### src/rtl/mips_run_controller.sv
// Run/step sequencer gating mips_core via a registered clock-enable: free-run, single-step, run-N.
// Latency: start to first core_en is one cycle; all outputs registered; no backpressure, host polls busy/done.
module mips_run_controller #(
  parameter int PC_W           = 32,
  parameter int CYCLE_W        = 16,
  parameter int DEFAULT_CYCLES = 9,
  parameter int STALL_CYCLES   = 2
) (
  input  logic               clock,
  input  logic               reset_n,
  input  logic               start,
  input  logic [1:0]         mode,
  input  logic [CYCLE_W-1:0] cycle_limit,
  input  logic               step_req,
  input  logic               abort,
  input  logic [PC_W-1:0]    core_pc,
  input  logic               core_halt,
  output logic               core_en,
  output logic               busy,
  output logic               done,
  output logic [1:0]         done_cause,
  output logic [CYCLE_W-1:0] cycles_run,
  output logic [PC_W-1:0]    last_pc
);

  localparam int SW = (STALL_CYCLES < 2) ? 1 : $clog2(STALL_CYCLES + 1);
  localparam logic [SW-1:0] STALL_MAX = SW'(STALL_CYCLES);

  localparam logic [1:0] CAUSE_LIMIT = 2'd0;
  localparam logic [1:0] CAUSE_HALT  = 2'd1;
  localparam logic [1:0] CAUSE_ABORT = 2'd2;
  localparam logic [1:0] CAUSE_ERR   = 2'd3;

  typedef enum logic [2:0] {IDLE, RUN, STEP_WAIT, STEP, DONE} state_t;

  state_t             state, state_nxt;
  logic [1:0]         mode_q, mode_nxt;
  logic [CYCLE_W-1:0] limit_q, limit_nxt;
  logic [SW-1:0]      stall_q, stall_nxt, stall_inc;
  logic [CYCLE_W-1:0] cycles_nxt, cycles_sat, limit_eff, run_limit;
  logic [CYCLE_W:0]   cycles_inc;
  logic [PC_W-1:0]    last_pc_nxt;
  logic [1:0]         cause_nxt, term_cause;
  logic               core_en_nxt, busy_nxt, done_nxt;
  logic               halt_hit, limit_hit, term;

  always_ff @(posedge clock or negedge reset_n) begin
    if (!reset_n) begin
      state      <= IDLE;
      mode_q     <= 2'd0;
      limit_q    <= '0;
      stall_q    <= '0;
      core_en    <= 1'b0;
      busy       <= 1'b0;
      done       <= 1'b0;
      done_cause <= CAUSE_LIMIT;
      cycles_run <= '0;
      last_pc    <= '0;
    end else begin
      state      <= state_nxt;
      mode_q     <= mode_nxt;
      limit_q    <= limit_nxt;
      stall_q    <= stall_nxt;
      core_en    <= core_en_nxt;
      busy       <= busy_nxt;
      done       <= done_nxt;
      done_cause <= cause_nxt;
      cycles_run <= cycles_nxt;
      last_pc    <= last_pc_nxt;
    end
  end

  always_comb begin
    cycles_inc = {1'b0, cycles_run} + (CYCLE_W+1)'(1);
    cycles_sat = (&cycles_run) ? cycles_run : cycles_inc[CYCLE_W-1:0];
    limit_eff  = (cycle_limit == '0) ? CYCLE_W'(DEFAULT_CYCLES) : cycle_limit;
    // Free-run has no user budget; it stops just before the counter saturates.
    run_limit  = (mode_q == 2'd0) ? {CYCLE_W{1'b1}} : limit_q;
    stall_inc  = (core_pc == last_pc) ? (stall_q + SW'(1)) : '0;
    halt_hit   = core_halt || (stall_inc == STALL_MAX);
    limit_hit  = (cycles_inc == {1'b0, run_limit});

    term       = 1'b1;
    term_cause = CAUSE_LIMIT;
    if (abort)          term_cause = CAUSE_ABORT;
    else if (halt_hit)  term_cause = CAUSE_HALT;
    else if (limit_hit) term_cause = CAUSE_LIMIT;
    else                term       = 1'b0;

    state_nxt   = state;
    mode_nxt    = mode_q;
    limit_nxt   = limit_q;
    stall_nxt   = stall_q;
    cycles_nxt  = cycles_run;
    last_pc_nxt = last_pc;
    cause_nxt   = done_cause;
    core_en_nxt = 1'b0;

    if (core_en) begin
      cycles_nxt  = cycles_sat;
      last_pc_nxt = core_pc;
      stall_nxt   = stall_inc;
    end

    case (state)
      IDLE, DONE: begin
        if (start) begin
          mode_nxt   = mode;
          limit_nxt  = limit_eff;
          cycles_nxt = '0;
          stall_nxt  = '0;
          cause_nxt  = CAUSE_LIMIT;
          case (mode)
            2'd1: state_nxt = STEP_WAIT;
            2'd3: begin
              state_nxt = DONE;
              cause_nxt = CAUSE_ERR;
            end
            default: begin
              state_nxt   = RUN;
              core_en_nxt = 1'b1;
            end
          endcase
        end
      end
      RUN: begin
        if (term) begin
          state_nxt = DONE;
          cause_nxt = term_cause;
        end else begin
          core_en_nxt = 1'b1;
        end
      end
      STEP_WAIT: begin
        if (abort) begin
          state_nxt = DONE;
          cause_nxt = CAUSE_ABORT;
        end else if (step_req) begin
          state_nxt   = STEP;
          core_en_nxt = 1'b1;
        end
      end
      STEP: begin
        if (term) begin
          state_nxt = DONE;
          cause_nxt = term_cause;
        end else begin
          state_nxt = STEP_WAIT;
        end
      end
      default: state_nxt = IDLE;
    endcase

    busy_nxt = (state_nxt == RUN) || (state_nxt == STEP_WAIT) || (state_nxt == STEP);
    done_nxt = (state_nxt == DONE);
  end

endmodule

### config.mk
export PLATFORM = sky130hd
export DESIGN_NAME = mips_run_controller
export DESIGN_NICKNAME = d
export VERILOG_FILES = /design/src/rtl/mips_run_controller.sv
export SDC_FILE = /design/constraint.sdc
export NUM_CORES = 1
export LEC_CHECK = 0
export ABC_AREA = 1
export BUFFER_PORTS_ARGS = -buffer_cell sky130_fd_sc_hd__clkbuf_2
export CAP_MARGIN = 15
export CORE_MARGIN = 2
export CORE_UTILIZATION = 30
export CTS_CLUSTER_DIAMETER = 50
export DETAILED_ROUTE_END_ITERATION = 16
export GPL_TIMING_DRIVEN = 0
export PLACE_DENSITY = 0.54
export REMOVE_ABC_BUFFERS = 1
export SYNTH_ARGS = -nofsm -noshare
export SYNTH_HDL_FRONTEND = slang
export SYNTH_SLANG_ARGS = --single-unit
### constraint.sdc
create_clock -name clock -period 4.86 [get_ports clock]
set_clock_uncertainty 0.1 [all_clocks]
set_input_delay 0.729 -clock clock [delete_from_list [all_inputs] [get_ports clock]]
set_output_delay 0.729 -clock clock [all_outputs]
set_load 0.005 [all_outputs]
; ---- Word level (Yosys, flattened, before mapping)
; Index checks and enable logic that the tools add are counted.
[word_totals]
regBits = 76
elab_cells = 74
[classes]
muxes = 33
add_sub_neg = 2
reduce_logical = 13
n_eq_ne = 16
[ops]
columns = operator, count
row1 = 16-bit two-way mux, 6
row2 = 32-bit == test, 1
row3 = 2-bit two-way mux, 9
row4 = "16-bit by 1-bit adder with 17-bit output, second input constant", 1
row5 = 17-bit by 16-bit == test with 1-bit output, 1
row6 = 16-bit zero test, 1
row7 = 16-bit AND reduction, 1
row8 = 3-bit two-way mux, 5
row9 = "3-bit by 2-bit == test with 1-bit output, second input constant", 4
row10 = 3-bit one-hot mux with 4 select lines, 1
row11 = 1-bit two-way mux, 9
row12 = "3-bit by 1-bit == test with 1-bit output, second input constant", 2
row13 = "3-bit == test, second input constant", 2
row14 = 2-bit one-hot mux with 3 select lines, 1
row15 = 3-bit one-hot mux with 2 select lines, 1
row16 = 2-bit OR reduction, 3
row17 = "2-bit == test, second input constant", 2
row18 = "2-bit != test, second input constant", 2
row19 = 4-bit AND reduction, 1
row20 = 3-bit zero test, 1
row21 = 1-bit logical OR, 3
row22 = 1-bit one-hot mux with 3 select lines, 1
row23 = 3-bit nonzero test, 1
row24 = "2-bit by 1-bit adder with 2-bit output, second input constant", 1
row25 = 4 further kinds, 4

; ---- Depth between registers and ports, before layout
[logic_depth]
ltp_word = 11
depth_mapped = 15
ltp_nobuf = 15

; ---- Worst setup path after synthesis
; OpenSTA, ideal clock, no wires.
[synth_timing]
kind = in2reg
start = input core_pc[21]
end = register done_cause[0]
path_buffers = 0
arrival_time_ps = 1777
setup_ps = 117
slack_ps = 2867
cell_stages = 11
cell_sequence = or2_2 -> nand3_1 -> nor2_1 -> nand2_1 -> nor2_1 -> nand3_1 -> nand2_1 -> nor2_1 -> nand3_2 -> nand3_1 -> nand2_1
[synth_via]
elab_chain_len = 8
word_cells_on_any_way = 12
cone_classes = eq/ne: 3 / mux: 7 / reduce/logical: 2
[synth_lines]
columns = item, line_no
row1 = "start, declared", 16  ; input logic [PC_W-1:0] core_pc,
row2 = 32-bit == test *, 79  ; stall_inc = (core_pc == last_pc) ? (stall_q + SW'(1)) : '0;
row3 = 2-bit two-way mux *, 79
row4 = 2-bit == test *, 80  ; halt_hit = core_halt || (stall_inc == STALL_MAX);
row5 = 1-bit logical OR *, 80
row6 = 1-bit two-way mux, 86  ; else if (halt_hit) term_cause = CAUSE_HALT;
row7 = 2-bit two-way mux / 1-bit two-way mux (equally long branches), 85  ; if (abort) term_cause = CAUSE_ABORT;
row8 = 2-bit two-way mux / 2-bit by 1-bit != test with 1-bit output (equally long branches), n/a
row9 = 2-bit one-hot mux with 3 select lines / 4-bit AND reduction (equally long branches), n/a
row10 = "end signal, assigned", 67  ; done_cause <= cause_nxt;
row11 = "end, declared", 21  ; output logic [1:0] done_cause,
; Mark *: on every way between the ends. The rest lies on a longest branch, timed or not. The select of a mux whose other input is x is not followed.
; A chain may end at the register's enable or synchronous reset.

; ---- Final worst setup path
[layout_timing]
start = register core_en
end = register cycles_run[13]
[layout_via]
elab_chain_len = 3
[layout_lines]
columns = item, line_no
row1 = "start, declared", 18  ; output logic core_en,
row2 = "start signal, assigned", 64  ; core_en <= core_en_nxt;
row3 = 16-bit two-way mux *, 99  ; if (core_en) begin
row4 = 16-bit two-way mux, 107  ; if (start) begin
row5 = 16-bit two-way mux *, 105  ; case (state)
row6 = net cycles_nxt[13], 40  ; logic [CYCLE_W-1:0] cycles_nxt, cycles_sat, limit_eff, run_limit;
row7 = "end signal, assigned", 68  ; cycles_run <= cycles_nxt;
row8 = "end, declared", 22  ; output logic [CYCLE_W-1:0] cycles_run,
; Mark *: on every way through the listed nets, which the timed path passes. The rest lies on a longest branch.

==> impl_metrics.csv <==
group,metric,value,unit
synth,avgSynthCellArea,7.223,um2
drt,avgViaCountPerCell,4.662,
placed_design,place_ws,1559,ps
placed_design,place_hpwl,8.845,mm
setup_path,path_max_fanout,46,
clock_tree,clkTransAtPathRegs,60,ps
timing,hold_viol,0,
timing,min_period,2791,ps
power,p_total,2.543,mW
power,ir_worst_vdd,0.0001818,V
setup_path,worst-endpoint-required,4940,ps
timing,fmax,0.3583,GHz
status,status,"finished, final reports clean",
clock_tree,htreeDepth,3,
global_routing,gr-total-overflow,0,
floorplan,die_w,125.5,um
drt,drc_errors,0,
timing,worst_pin_slew,1101,ps
clock_tree,cts_buffer_depth,2,
floorplan,fp.coreArea,0.01448,mm2
timing,slew_headroom,26.53,%
global_routing,grt_max_degree,48,
clock_tree,postCtsSetupRepairBufs,0,
setup_path,path_class,"reg2reg",
synth,ys_seq_elements,76,
timing,drv_slew,0,
clock_tree,cts_resized,0,
drt,wl_per_cell,13.13,um
synth,yosys.area.top_type,"dfrtp_1",
synth,synth_cell_types,31,
synth,synthArstFlopShare,100.0,%
floorplan,design.die.area,0.01575,mm2
floorplan,die_y,125.5,um
setup_path,arrival,2870,ps
power,p_leak,2.889,nW
final_layout,fill_cells,1527,
synth,ys_top_cells_by_area,"dfrtp_1 43%, nand2_1 20%, inv_1 5.0%, xnor2_1 4.9%, nand3_1 4.4%",
global_routing,track_usage,15.61,%
setup_path,end_kind,"flip-flop",
synth,synth_ff_type,"dfrtp_1",
clock_tree,hold_buffers,0,
clock_tree,cts_tree,"yes",
synth,synthCells,613,
final_layout,post-route-util,38.21,%
timing,period_share,57.43,%
timing,final.setup.worst_slack,2069,ps
drt,finalWirelength,11.94,mm
timing,final.setup.tns,0,ps
final_layout,final_nets,777,
global_routing,grt_antenna_before_repair,0,
run,cap_viol_max_count,0,
clock_tree,insertion_delay,340,ps
hold_path,hp-class,"in2async",
setup_path,cp-start-kind,"flip-flop",
synth,synth_warnings,0,
drt,ant_nets,0,
final_layout,drive_gt1_share,23.17,%
global_routing,grt_pass1_vias,4138,
placed_design,port_buffers,108,
clock_tree,cts_inserted_buffers,9,
synth,yosysSeqAreaShare,42.95,%
drt,drtPass1Iterations,4,
setup_path,reg2reg_depth,6,
power,p_per_area,459.6,mW/mm2
drt,vias,4238,
floorplan,start_util,30.58,%
synth,synth_area,0.004428,mm2
timing,setup_viol,0,
floorplan,rows,44,
global_routing,grt_pass1_wl,19.70,mm
drt,drt_iter0_drc,203,
clock_tree,clock-sinks,76,
final_layout,diodes,0,
final_layout,area_growth,24.95,%
placed_design,gp_congestion,0.8623,
synth,netlist.area_leader.share,42.95,%
floorplan,boundaryPins,109,
clock_tree,root_buffer,"clkbuf_16",
timing,rsz0062_at_grt,"no",
synth,synth-edff-count,0,
==> cells by family after synthesis <==
group                      count (synthesis)  share of synthesized area (%)
and+or+nand+nor                          382                          38.66
adders and majority gates                  1                         0.2825
AOI/OAI and AO/OA                         52                          6.555
xor gates and xnor gates                  25                          4.945
buffers and inverters                     77                          6.612
DFF                                       76                          42.95
==> per-stage QoR <==
step           instances  area (um2)  hold slack [ps]
6_report             909        5533            263.4
3_5_place_dp         891        5187            362.4
3_3_place_gp         889        5136            359.2
5_1_grt              909        5533            296.0
4_1_cts              907        5510            276.7
2_1_floorplan        597        4365            333.4
==> power by group <==
part | switching, mW | internal [mW] | total (mW)
registers | 0.180 | 0.809 | 0.989
clock network | 0.285 | 0.452 | 0.738
logic | 0.457 | 0.359 | 0.816
total | 0.923 | 1.62 | 2.54
==> flip-flops by register name, indices dropped and copies added, names as in the netlist <==
signal / flops
busy: 1
core_en: 1
cycles_run: 16
done: 1
done_cause: 2
last_pc: 32
limit_q: 16
mode_q: 2
stall_q: 2
state: 3
==> path summary, 6_finish.rpt <==
| path | from | to | slack, ps |
|---|---|---|---|
| worst max-delay path | core_en | cycles_run[13] | 2070 |
| worst min-delay path | reset_n | limit_q[6] | 260 |
| worst max register to register | core_en | cycles_run[13] | 2070 |
| worst min register to register | done_cause[1] | done_cause[1] | 370 |
| max in group asynchronous | reset_n | core_en | 3780 |
| min in group clock | done_cause[1] | done_cause[1] | 370 |
==> critical path, stage by stage (launching register included) <==
cell     delay [ps]
dfrtp_2         500
buf_12          260
inv_1           510
nor2_1          710
inv_1           220
o21ai_0         220
a21oi_1          60
==> layer usage <==
metal	track usage, %	share of wire [%]
met5	0	0
met4	6.732	2.0
met3	3.637	4.4
met2	26.87	49
met1	18.62	45
==> area by class of cell <==
cell class | instances | area, um2 | area share, %
Clock buffer | 9 | 225.2 | 4.071
Clock inverter | 7 | 97.59 | 1.764
Inverter | 61 | 230.2 | 4.161
Multi-Input combinational cell | 460 | 2233 | 40.37
Sequential cell | 76 | 1903 | 34.40
Tap cell | 184 | 230.2 | 4.161
Timing Repair Buffer | 112 | 613.1 | 11.08
==> layout by cell type (no fill, tap or decap), types with 9 or more instances in the layout <==
master,synthesis,routed
dfrtp_1,76,75
xnor2_1,25,25
clkbuf_16,0,9
clkbuf_2,0,107
nand2_2,11,11
o21ai_0,25,25
nand3_1,39,39
nor2_1,47,47
nand4_1,13,13
nand2_1,234,234
inv_1,59,59
a21oi_1,13,13
==> cells in the mapped netlist (3+ instances only) <==
master and count:
nand2_1 234, dfrtp_1 76, inv_1 59, nor2_1 47
nand3_1 39, o21ai_0 25, xnor2_1 25, a21oi_1 13
clkbuf_1 13, nand4_1 13, nand2_2 11, or2_2 7
nor2_2 6, o211ai_1 6, nand3_2 5, nand3b_1 5
nor4_1 5, a31oi_1 4, nor2_4 4, nor3_1 3
(Power assumes the default switching activity.)
